### config.mk
export PLATFORM = sky130hd
export DESIGN_NAME = ysyx_22041071_if_axi_read
export DESIGN_NICKNAME = d
export VERILOG_FILES = /design/src/rtl/ysyx_22041071_if_axi_read_pkg.sv /design/src/rtl/ysyx_22041071_inst_align.sv /design/src/rtl/ysyx_22041071_if_axi_read.sv
export SDC_FILE = /design/constraint.sdc
export NUM_CORES = 1
export LEC_CHECK = 0
export CAP_MARGIN = 10
export CORE_MARGIN = 3
export CORE_UTILIZATION = 43
export DETAILED_ROUTE_END_ITERATION = 8
export GPL_TIMING_DRIVEN = 0
export PLACE_DENSITY = 0.92
export SLEW_MARGIN = 20
export SYNTH_ARGS = -nofsm -noshare
export SYNTH_HDL_FRONTEND = slang
export SYNTH_HIERARCHICAL = 1
export SYNTH_SLANG_ARGS = --single-unit
### constraint.sdc
create_clock -name clk -period 10.1 [get_ports clk]
set_clock_uncertainty 0.05 [all_clocks]
set_input_delay 3.03 -clock clk [delete_from_list [all_inputs] [get_ports clk]]
set_output_delay 3.03 -clock clk [all_outputs]
set_load 0.02 [all_outputs]
### src/rtl/ysyx_22041071_if_axi_read_pkg.sv
// rtl/ysyx_22041071_if_axi_read_pkg.sv - shared defines for the instruction-fetch AXI read master
// Optional feature macro: YSYX_22041071_FETCH_RESP_CHK_EN (fetch response checking).
package ysyx_22041071_if_axi_read_pkg;

  localparam int YSYX_22041071_SIZE_D         = 64;
  localparam int YSYX_22041071_AXI_LEN_WIDTH  = 8;
  localparam int YSYX_22041071_AXI_ID_WIDTH   = 4;

  localparam logic [1:0]  AXI_BURST_INCR = 2'b01;
  localparam logic [1:0]  RESP_OKAY      = 2'b00;
  localparam logic [31:0] INST_NOP       = 32'h00000013;

  typedef enum logic [1:0] {
    FETCH_IDLE = 2'd0,
    FETCH_ADDR = 2'd1,
    FETCH_DATA = 2'd2,
    FETCH_OUT  = 2'd3
  } fetch_state_e;

  function automatic logic resp_is_err(input logic [1:0] resp);
    return resp != RESP_OKAY;
  endfunction

endpackage

### src/rtl/ysyx_22041071_inst_align.sv
// rtl/ysyx_22041071_inst_align.sv - picks the 32-bit instruction out of a 64-bit read beat
module ysyx_22041071_inst_align
  import ysyx_22041071_if_axi_read_pkg::*;
#(
  parameter int DATA_W = YSYX_22041071_SIZE_D
) (
  input  logic [DATA_W-1:0] rdata,
  input  logic              sel_hi,
  output logic [31:0]       word
);

  always_comb begin
    word = sel_hi ? rdata[63:32] : rdata[31:0];
  end

endmodule

### src/rtl/ysyx_22041071_if_axi_read.sv
// rtl/ysyx_22041071_if_axi_read.sv - single-outstanding instruction fetch read master on AXI4 AR/R
// Optional feature macro: YSYX_22041071_FETCH_RESP_CHK_EN (rresp check, NOP substitution, inst_err).
module ysyx_22041071_if_axi_read
  import ysyx_22041071_if_axi_read_pkg::*;
#(
  parameter int ADDR_W   = YSYX_22041071_SIZE_D,
  parameter int DATA_W   = YSYX_22041071_SIZE_D,
  parameter int LEN_W    = YSYX_22041071_AXI_LEN_WIDTH,
  parameter int ID_W     = YSYX_22041071_AXI_ID_WIDTH,
  parameter int FETCH_ID = 0
) (
  input  logic              clk,
  input  logic              reset,
  input  logic              req_valid,
  output logic              req_ready,
  input  logic [ADDR_W-1:0] req_addr,
  input  logic [LEN_W-1:0]  req_len,
  input  logic [1:0]        req_size,
  input  logic              flush,
  output logic              arvalid,
  input  logic              arready,
  output logic [ADDR_W-1:0] araddr,
  output logic [LEN_W-1:0]  arlen,
  output logic [2:0]        arsize,
  output logic [1:0]        arburst,
  output logic [ID_W-1:0]   arid,
  input  logic              rvalid,
  output logic              rready,
  input  logic [DATA_W-1:0] rdata,
  input  logic [1:0]        rresp,
  input  logic              rlast,
  output logic              inst_valid,
  input  logic              inst_ready,
  output logic [31:0]       inst,
  output logic [ADDR_W-1:0] inst_pc,
  output logic              inst_err
);

  fetch_state_e       state, state_nxt;
  logic [LEN_W-1:0]   beat_cnt;
  logic               drop;
  logic [31:0]        aligned_word;
  logic               beat_fire;
  logic               first_beat;

  assign arburst    = AXI_BURST_INCR;
  assign arid       = ID_W'(FETCH_ID);
  assign beat_fire  = (state == FETCH_DATA) && rvalid;
  assign first_beat = (beat_cnt == '0);

  ysyx_22041071_inst_align #(
    .DATA_W (DATA_W)
  ) u_inst_align (
    .rdata  (rdata),
    .sel_hi (araddr[2]),
    .word   (aligned_word)
  );

  always_ff @(posedge clk or posedge reset) begin
    if (reset) begin
      state <= FETCH_IDLE;
    end else begin
      state <= state_nxt;
    end
  end

  always_comb begin
    state_nxt = state;
    unique case (state)
      FETCH_IDLE: if (req_valid)  state_nxt = FETCH_ADDR;
      FETCH_ADDR: if (arready)    state_nxt = FETCH_DATA;
      // A flush landing on the rlast beat still suppresses the result.
      FETCH_DATA: if (rvalid && rlast) state_nxt = (drop || flush) ? FETCH_IDLE : FETCH_OUT;
      FETCH_OUT:  if (inst_ready || flush) state_nxt = FETCH_IDLE;
      default:    state_nxt = FETCH_IDLE;
    endcase
  end

  always_comb begin
    req_ready  = 1'b0;
    arvalid    = 1'b0;
    rready     = 1'b0;
    inst_valid = 1'b0;
    unique case (state)
      FETCH_IDLE: req_ready  = 1'b1;
      FETCH_ADDR: arvalid    = 1'b1;
      FETCH_DATA: rready     = 1'b1;
      FETCH_OUT:  inst_valid = 1'b1;
      default:    req_ready  = 1'b0;
    endcase
  end

  always_ff @(posedge clk or posedge reset) begin
    if (reset) begin
      araddr   <= '0;
      arlen    <= '0;
      arsize   <= '0;
      drop     <= 1'b0;
      beat_cnt <= '0;
    end else begin
      if (state == FETCH_IDLE && req_valid) begin
        araddr <= req_addr;
        arlen  <= req_len;
        arsize <= {1'b0, req_size};
        drop   <= 1'b0;
      end
      // AR cannot be retracted, so a redirect is remembered and applied to the R data.
      if ((state == FETCH_ADDR || state == FETCH_DATA) && flush) begin
        drop <= 1'b1;
      end
      if (state == FETCH_ADDR && arready) begin
        beat_cnt <= '0;
      end else if (beat_fire) begin
        beat_cnt <= beat_cnt + LEN_W'(1);
      end
    end
  end

  always_ff @(posedge clk or posedge reset) begin
    if (reset) begin
      inst    <= '0;
      inst_pc <= '0;
    end else if (beat_fire && first_beat) begin
      inst_pc <= araddr;
`ifdef YSYX_22041071_FETCH_RESP_CHK_EN
      inst    <= resp_is_err(rresp) ? INST_NOP : aligned_word;
`else
      inst    <= aligned_word;
`endif
    end
  end

`ifdef YSYX_22041071_FETCH_RESP_CHK_EN
  logic err_q;

  // Errors on drained beats accumulate into the captured beat's status.
  always_ff @(posedge clk or posedge reset) begin
    if (reset) begin
      err_q <= 1'b0;
    end else if (beat_fire) begin
      err_q <= first_beat ? resp_is_err(rresp) : (err_q | resp_is_err(rresp));
    end
  end

  assign inst_err = err_q;
`else
  logic unused_rresp;

  assign unused_rresp = ^rresp;
  assign inst_err     = 1'b0;
`endif

endmodule

==> summary.md, run 1 <==
| Metric | Value |
|---|---|
| Starting DRT DRC Count | 211 |
| Clk_lat worst skew | 0.42 ns |
| Vias in the first global route | 5614 |
| Pwr dens | 347 mW/mm² |
| Final antenna-violating net count | 0 |
| Internal | 2.64 mW |
| Via count | 5117 |
| P_sw | 1.46 mW |
| Clock sinks | 181 |
| Flop pwr share | 32.1% |
| HPWL after detailed placement | 15300 µm |
| Worst Path Required | 7.02 ns |
| Most frequent cells in the layout | clkdlybuf4s50_1, dfrtp_1, mux2_2, mux2_4, clkbuf_16 |
| Global-route wire length before repair | 31500 µm |
| Post-CTS Setup Inserts | 0 |
| Synth Register Bits | 181 |
| DRC | 0 |
| Clock-pin slew on the worst setup and hold paths | 0.07 ns |
| Critical path class | register to output pin |
| Fill cells | 1204 |
| Netlist cell types | 29 |
| Sequential Area | 0.00453 mm² |
| TritonRoute pass-1 iters | 4 |
| Most common cell after layout, fill and taps aside | clkdlybuf4s50_1 |
| Row count | 48 |
| Leak pwr | 5.26 nW |
| Buffers added on ports | 319 |
| Maximum clock rate | 201 MHz |
| Die X-Extent | 140 µm |
| Root buffer cell | clkbuf_16 |
| R2r worst-path depth | 6 |
| Final Setup Violations | 0 |
| Total Routing Usage GR | 20.5% |
| Area occupied by multi-input gates | 0.00294 mm² |
| Hold path depth | 1 |
| Initial Util | 44.3% |
| DIE AREA | 0.0196 mm² |
| Relative slew slack | 45.4% |
| Post-Route WL | 20000 µm |
| Slew Limit Fails | 0 |
| Final Core Density | 67.9% |
| CP Launch Type | register |
| Synth Instances | 473 |
| Worst vdd ir | 246 µV |
| CP max stage cell | clkdlybuf4s50_1 |
| Comb power frac | 51.8% |
| Cts bufs inserted | 17 |
| Vias/cell | 4.85 |
| Worst-Margin Slew | 0.819 ns |
| Core Box Area | 0.0174 mm² |
| CP peak stage delay | 0.64 ns |
| DP Worst Slack | 4.93 ns |
| Share of total power in the clock network | 16.1% |
| Pin count of the biggest net entering global routing | 102 |
| Wire length per cell | 18.9 µm |
| GP Congestion | 0.750 |
| Period minus WS final | 4.97 ns |
| N_diodes | 0 |
| CTS tree | built |
| Outcome | completed |
| Synth top area cells | dfrtp_1, mux2_2, mux2_4 |
| Synth Cell Area | 0.00771 mm² |
| Max-cap violations | 0 |
| H-tree Lvls | 4 |
| Seq/Total Area, Yosys | 58.7% |
| Worst Setup End Kind | output pin |
| Layout cells sized above 1 | 31.9% |
| Layout area overhead | 53.4% |
| RSZ-0062 raised after global routing | false |
| Hold Vio Cnt, Final | 0 |
| Post-synth top area share | 58.7% |
| Height of the die | 140 µm |
| Switching part of the total | 35.6% |
| Critical path cell sequence | inv_1 > ha_1 > clkdlybuf4s50_1 |
| Nets | 974 |
| PnR worst setup slack | 5.13 ns |
| CP Max Fanout | 6 |
| GR Overflow Total | 0 |
| Syn Area/Cell | 16.3 µm² |
| Largest area contributor in the netlist | dfrtp_1 |
| I/O pin cnt | 330 |
| Critical Path AT | 1.89 ns |
| Worst Hold Class | register to register |
| CTS Hold Buffers Added | 0 |
| CTS resizes | 0 |
| Synthesis warning total | 6 |
| Antenna violations before repair | 0 |
| Clock buffer depth | 2 |
| Final period util | 49.2% |
[flip-flops by register name (all words and copies together) (netlist names)]
name	cells
inst_pc	64
arlen	8
araddr	64
beat_cnt	8
arsize	2
inst	32
state	2
drop	1
[critical path, delay by kind of cell, from the launching register on]
family | cells | cell delay (ns)
buf+inv | 2 | 0.79
fa+ha+maj | 1 | 0.23
flops | 1 | 0.44
[power groups by stage]
stage          Combinational [mW]  Sequential (mW)  Clock (mW)
4_1_cts                      2.15             1.32       0.677
3_5_place_dp                 2.14             1.33           0
2_1_floorplan               0.757             1.72           0
5_1_grt                      2.23             1.37       0.711
3_3_place_gp                 2.10             1.30           0
6_report                     2.13             1.32       0.659
[Yosys cell counts, drive strengths merged]
| cell | count |
|---|---|
| a2111oi | 1 |
| nand2 | 4 |
| a22o | 1 |
| xnor2 | 1 |
| nor4b | 1 |
| nor2b | 2 |
| mux2 | 202 |
| a31oi | 1 |
| clkbuf | 3 |
| conb | 2 |
| and2 | 2 |
| dfrtp | 181 |
| ha | 8 |
| and3 | 2 |
| xor2 | 6 |
| buf | 29 |
| mux2i | 1 |
| a21oi | 3 |
| nor3 | 1 |
| nor2 | 11 |
| nand3 | 1 |
| inv | 5 |
| a21boi | 1 |
| nand4 | 4 |
[metal layers]
layer / routed length, µm / up-vias / GRT usage (%)
li1: - / 2331 / -
met1: 7880 / 2550 / 24.4
met2: 10200 / 207 / 35.7
met3: 1410 / 29 / 6.62
met4: 450 / 0 / 6.17
met5: 0 / - / 0
[cells by family (layout without fill, tap and decap cells)]
logic type                 Yosys count  after routing  synth area share (%)
other                                2              8                0.0973
and+or+nand+nor                     28             28                  1.86
DFF                                181            181                  58.7
adders and majority gates            8              8                  1.30
muxes                              203            203                  33.0
AOI/OAI and AO/OA                    7              7                 0.681
xor gates and xnor gates             7              7                 0.795
buffers and inverters               37            388                  3.54
[through the flow]
step           setup TNS, ns  instances  hold WS, ns  cell area (µm²)  power [mW]
6_report                   0       1055        0.455            11800        4.10
5_1_grt                    0       1055        0.470            11800        4.31
4_1_cts                    0       1055        0.459            11800        4.15
3_5_place_dp               0       1024        0.440            11200        3.47
3_3_place_gp          -52.00       1023        0.432            11200        3.41
2_1_floorplan              0        479        0.414             7740        2.48
[worst paths after layout]
path	from	end	slack, ns
worst min-delay path	inst_pc[17]	inst_pc[17]	0.46
worst max register to register	state[0]	araddr[11]	7.63
min in group asynchronous	reset	araddr[61]	3.02
max in group asynchronous	reset	araddr[7]	6.13
worst max-delay path	state[0]	req_ready	5.13
worst min register to register	inst_pc[17]	inst_pc[17]	0.46
[area by class of cell]
cell class | instances | share of cell area (%)
flip-flops and latches | 181 | 38.3
repair buffers | 320 | 27.2
multi-input cells | 261 | 24.8
clock buffers | 18 | 3.71
well taps | 225 | 2.38
plain buffers | 32 | 2.15
clock inverters | 13 | 1.25
inverters | 5 | 0.222
No activity file was read; power rests on OpenSTA's default activity.
==> inputs of run 2 (changes only) <==
--- a/config.mk
+++ b/config.mk
@@ -7,10 +7,10 @@
 export LEC_CHECK = 0
 export CAP_MARGIN = 10
 export CORE_MARGIN = 3
-export CORE_UTILIZATION = 43
+export CORE_UTILIZATION = 39
 export DETAILED_ROUTE_END_ITERATION = 8
 export GPL_TIMING_DRIVEN = 0
-export PLACE_DENSITY = 0.92
+export PLACE_DENSITY = 0.89
 export SLEW_MARGIN = 20
 export SYNTH_ARGS = -nofsm -noshare
 export SYNTH_HDL_FRONTEND = slang
==> constraint.sdc (replaced) <==
create_clock -name clk -period 4 [get_ports clk]
set_clock_uncertainty 0.05 [all_clocks]
set_input_delay 1.2 -clock clk [delete_from_list [all_inputs] [get_ports clk]]
set_output_delay 1.2 -clock clk [all_outputs]
set_load 0.02 [all_outputs]
==> run 2 against run 1 <==
  * Via count rose by 0.21%
  * Core utilization is 5.4 points lower
  * Combinational power rose to 2.5 times the previous value
  * Hold slack got worse by 0.0024 ns
  * Sequential cell count did not move
  * Routed wire length up 2.2%
  * Critical path depth unchanged
  * Register-to-register slack worse by 6.1 ns
  * Critical endpoint unchanged
  * Critical path type unchanged
  * Clock power grew to 2.5 times the previous value
==> summary.md, run 2 (synthesized netlist as in run 1, its figures left out) <==
| Metric | Value |
|---|---|
| GP Congestion | 0.749 |
| Most frequent cells in the layout | clkdlybuf4s50_1, dfrtp_1, mux2_2, mux2_4, clkbuf_16 |
| Row count | 50 |
| Wire length per cell | 18.6 µm |
| Flop pwr share | 32.2% |
| Root buffer cell | clkbuf_16 |
| CP max stage cell | clkdlybuf4s50_1 |
| DP Worst Slack | 0.618 ns |
| Final antenna-violating net count | 0 |
| HP Start | drop |
| Pwr dens | 868 mW/mm² |
| Critical Path AT | 1.85 ns |
| Maximum clock rate | 322 MHz |
| PnR worst setup slack | 0.897 ns |
| Layout cells sized above 1 | 32.2% |
| Comb power frac | 51.9% |
| GR Overflow Total | 0 |
| N_diodes | 0 |
| Final instance area | 0.0119 mm² |
| Final Core Density | 62.6% |
| Most common cell after layout, fill and taps aside | clkdlybuf4s50_1 |
| Antenna violations before repair | 0 |
| Switching part of the total | 36.0% |
| CTS Hold Buffers Added | 0 |
| Final Power | 10.4 mW |
| Clock buffer depth | 2 |
| Slew Limit Fails | 0 |
| Total Routing Usage GR | 18.8% |
| Post-CTS Setup Inserts | 0 |
| Relative slew slack | 44.2% |
| Hold path depth | 1 |
| Buffers added on ports | 319 |
| Initial Util | 40.4% |
| Setup tns final | 0 ns |
| CTS resizes | 0 |
| Nets | 978 |
| Internal | 6.63 mW |
| Clk_lat worst skew | 0.41 ns |
| Hold Vio Cnt, Final | 0 |
| Leak pwr | 5.29 nW |
| Worst vdd ir | 497 µV |
| Clock-pin slew on the worst setup and hold paths | 0.07 ns |
| Combined buffer and inverter count along the critical path | 2 |
| Worst reg-to-reg setup slack | 1.52 ns |
| H-tree Lvls | 4 |
| Clock sinks | 181 |
| Vias in the first global route | 5710 |
| Final period util | 77.6% |
| CP Max Fanout | 6 |
| Worst Hold Class | register to register |
| Worst Hold Endpoint | drop |
| Vias/cell | 4.68 |
| CTS tree | built |
| RSZ-0062 raised after global routing | false |
| Largest regs | araddr: 64 flops, inst_pc: 64 flops, inst: 32 flops |
| Reg-to-reg endpoint | araddr[5] |
| CP peak stage delay | 0.63 ns |
| Height of the die | 147 µm |
| HPWL after detailed placement | 15600 µm |
| Share of total power in the clock network | 15.9% |
| Core Box Area | 0.0191 mm² |
| Critical path class | register to output pin |
| Starting DRT DRC Count | 110 |
| Pin count of the biggest net entering global routing | 35 |
| Die X-Extent | 147 µm |
| Reg-to-reg startpoint | state[0] |
| Fill cells | 1425 |
| Global-route wire length before repair | 32200 µm |
| Critical path cell sequence | inv_1 > ha_1 > clkdlybuf4s50_1 |
| R2r worst-path depth | 6 |
| Post-Route WL | 20400 µm |
| Layout area overhead | 54.8% |
| Period minus WS final | 3.10 ns |
| DRC | 0 |
| Outcome | completed |
| TritonRoute pass-1 iters | 4 |
| Max-cap violations | 0 |
| CP Launch Type | register |
| Worst-Margin Slew | 0.837 ns |
| I/O pin cnt | 330 |
| Worst Path Required | 2.75 ns |
| DIE AREA | 0.0215 mm² |
| Via count | 5128 |
| CP top delay family | buffers and inverters |
| Cts bufs inserted | 17 |
| DP Area | 0.0114 mm² |
| P_sw | 3.73 mW |
| Final Setup Violations | 0 |
| Worst Setup End Kind | output pin |
-- run 2: changes by cell type in the layout (fill, tap and decap cells not counted) --
| cell | previous run | this run |
|---|---|---|
| bufinv_16 | 2 | 1 |
| clkinv_4 | 2 | 1 |
| inv_6 | 4 | 5 |
| clkinvlp_4 | 4 | 3 |
| buf_12 | 3 | 8 |
| clkbuf_1 | 3 | 4 |
| inv_8 | 1 | 3 |
| buf_16 | 1 | 0 |
-- run 2: stage by stage --
stage	hold WS, ns	std cells
floorplan	0.414	479
global placement	0.433	1058
detailed placement	0.435	1063
CTS	0.458	1095
global route	0.464	1095
finish	0.453	1095
-- run 2: worst max-delay path by stage --
stage | depth (start not counted) | from | endpoint
global route | 3 | state[1] | req_ready
detailed placement | 5 | req_valid | araddr[11]
global placement | 2 | reset | inst[10]
floorplan | 1 | reset | araddr[0]
CTS | 3 | state[0] | req_ready
finish | 3 | state[0] | req_ready
-- run 2: layout make-up --
class | count | area (µm²) | share of cell area [%]
Multi-Input combinational cell | 261 | 2940 | 24.6
Timing Repair Buffer | 324 | 3290 | 27.6
Clock inverter | 13 | 136 | 1.14
Inverter | 5 | 22.5 | 0.189
Clock buffer | 19 | 443 | 3.71
Buffer | 32 | 254 | 2.13
Tap cell | 260 | 325 | 2.72
Sequential cell | 181 | 4530 | 37.9
-- run 2: per-layer routing --
| layer | vias to the layer above | global-route usage (%) | part of all wire [%] | wire length, µm |
|---|---|---|---|---|
| met2 | 218 | 32.3 | 50 | 10200 |
| li1 | 2344 | - | - | - |
| met1 | 2548 | 22.7 | 40 | 8220 |
| met5 | - | 0 | 0 | 0 |
| met3 | 18 | 6.64 | 8.2 | 1670 |
| met4 | 0 | 4.66 | 1.5 | 296 |
-- run 2: worst reg2reg max path, cell delays in order, from the launching register on --
cell and delay, ns:
dfrtp_1 0.45, inv_1 0.12, ha_1 0.26, nand2_1 0.10
clkbuf_1 0.58, buf_2 0.42, mux2_2 0.38
-- run 2: power groups by stage --
stage	clock [mW]	sequential (mW)	combinational [mW]
finish	1.65	3.33	5.38
global route	1.78	3.46	5.64
CTS	1.70	3.34	5.44
detailed placement	0	3.36	5.41
global placement	0	3.30	5.33
floorplan	0	4.35	1.91
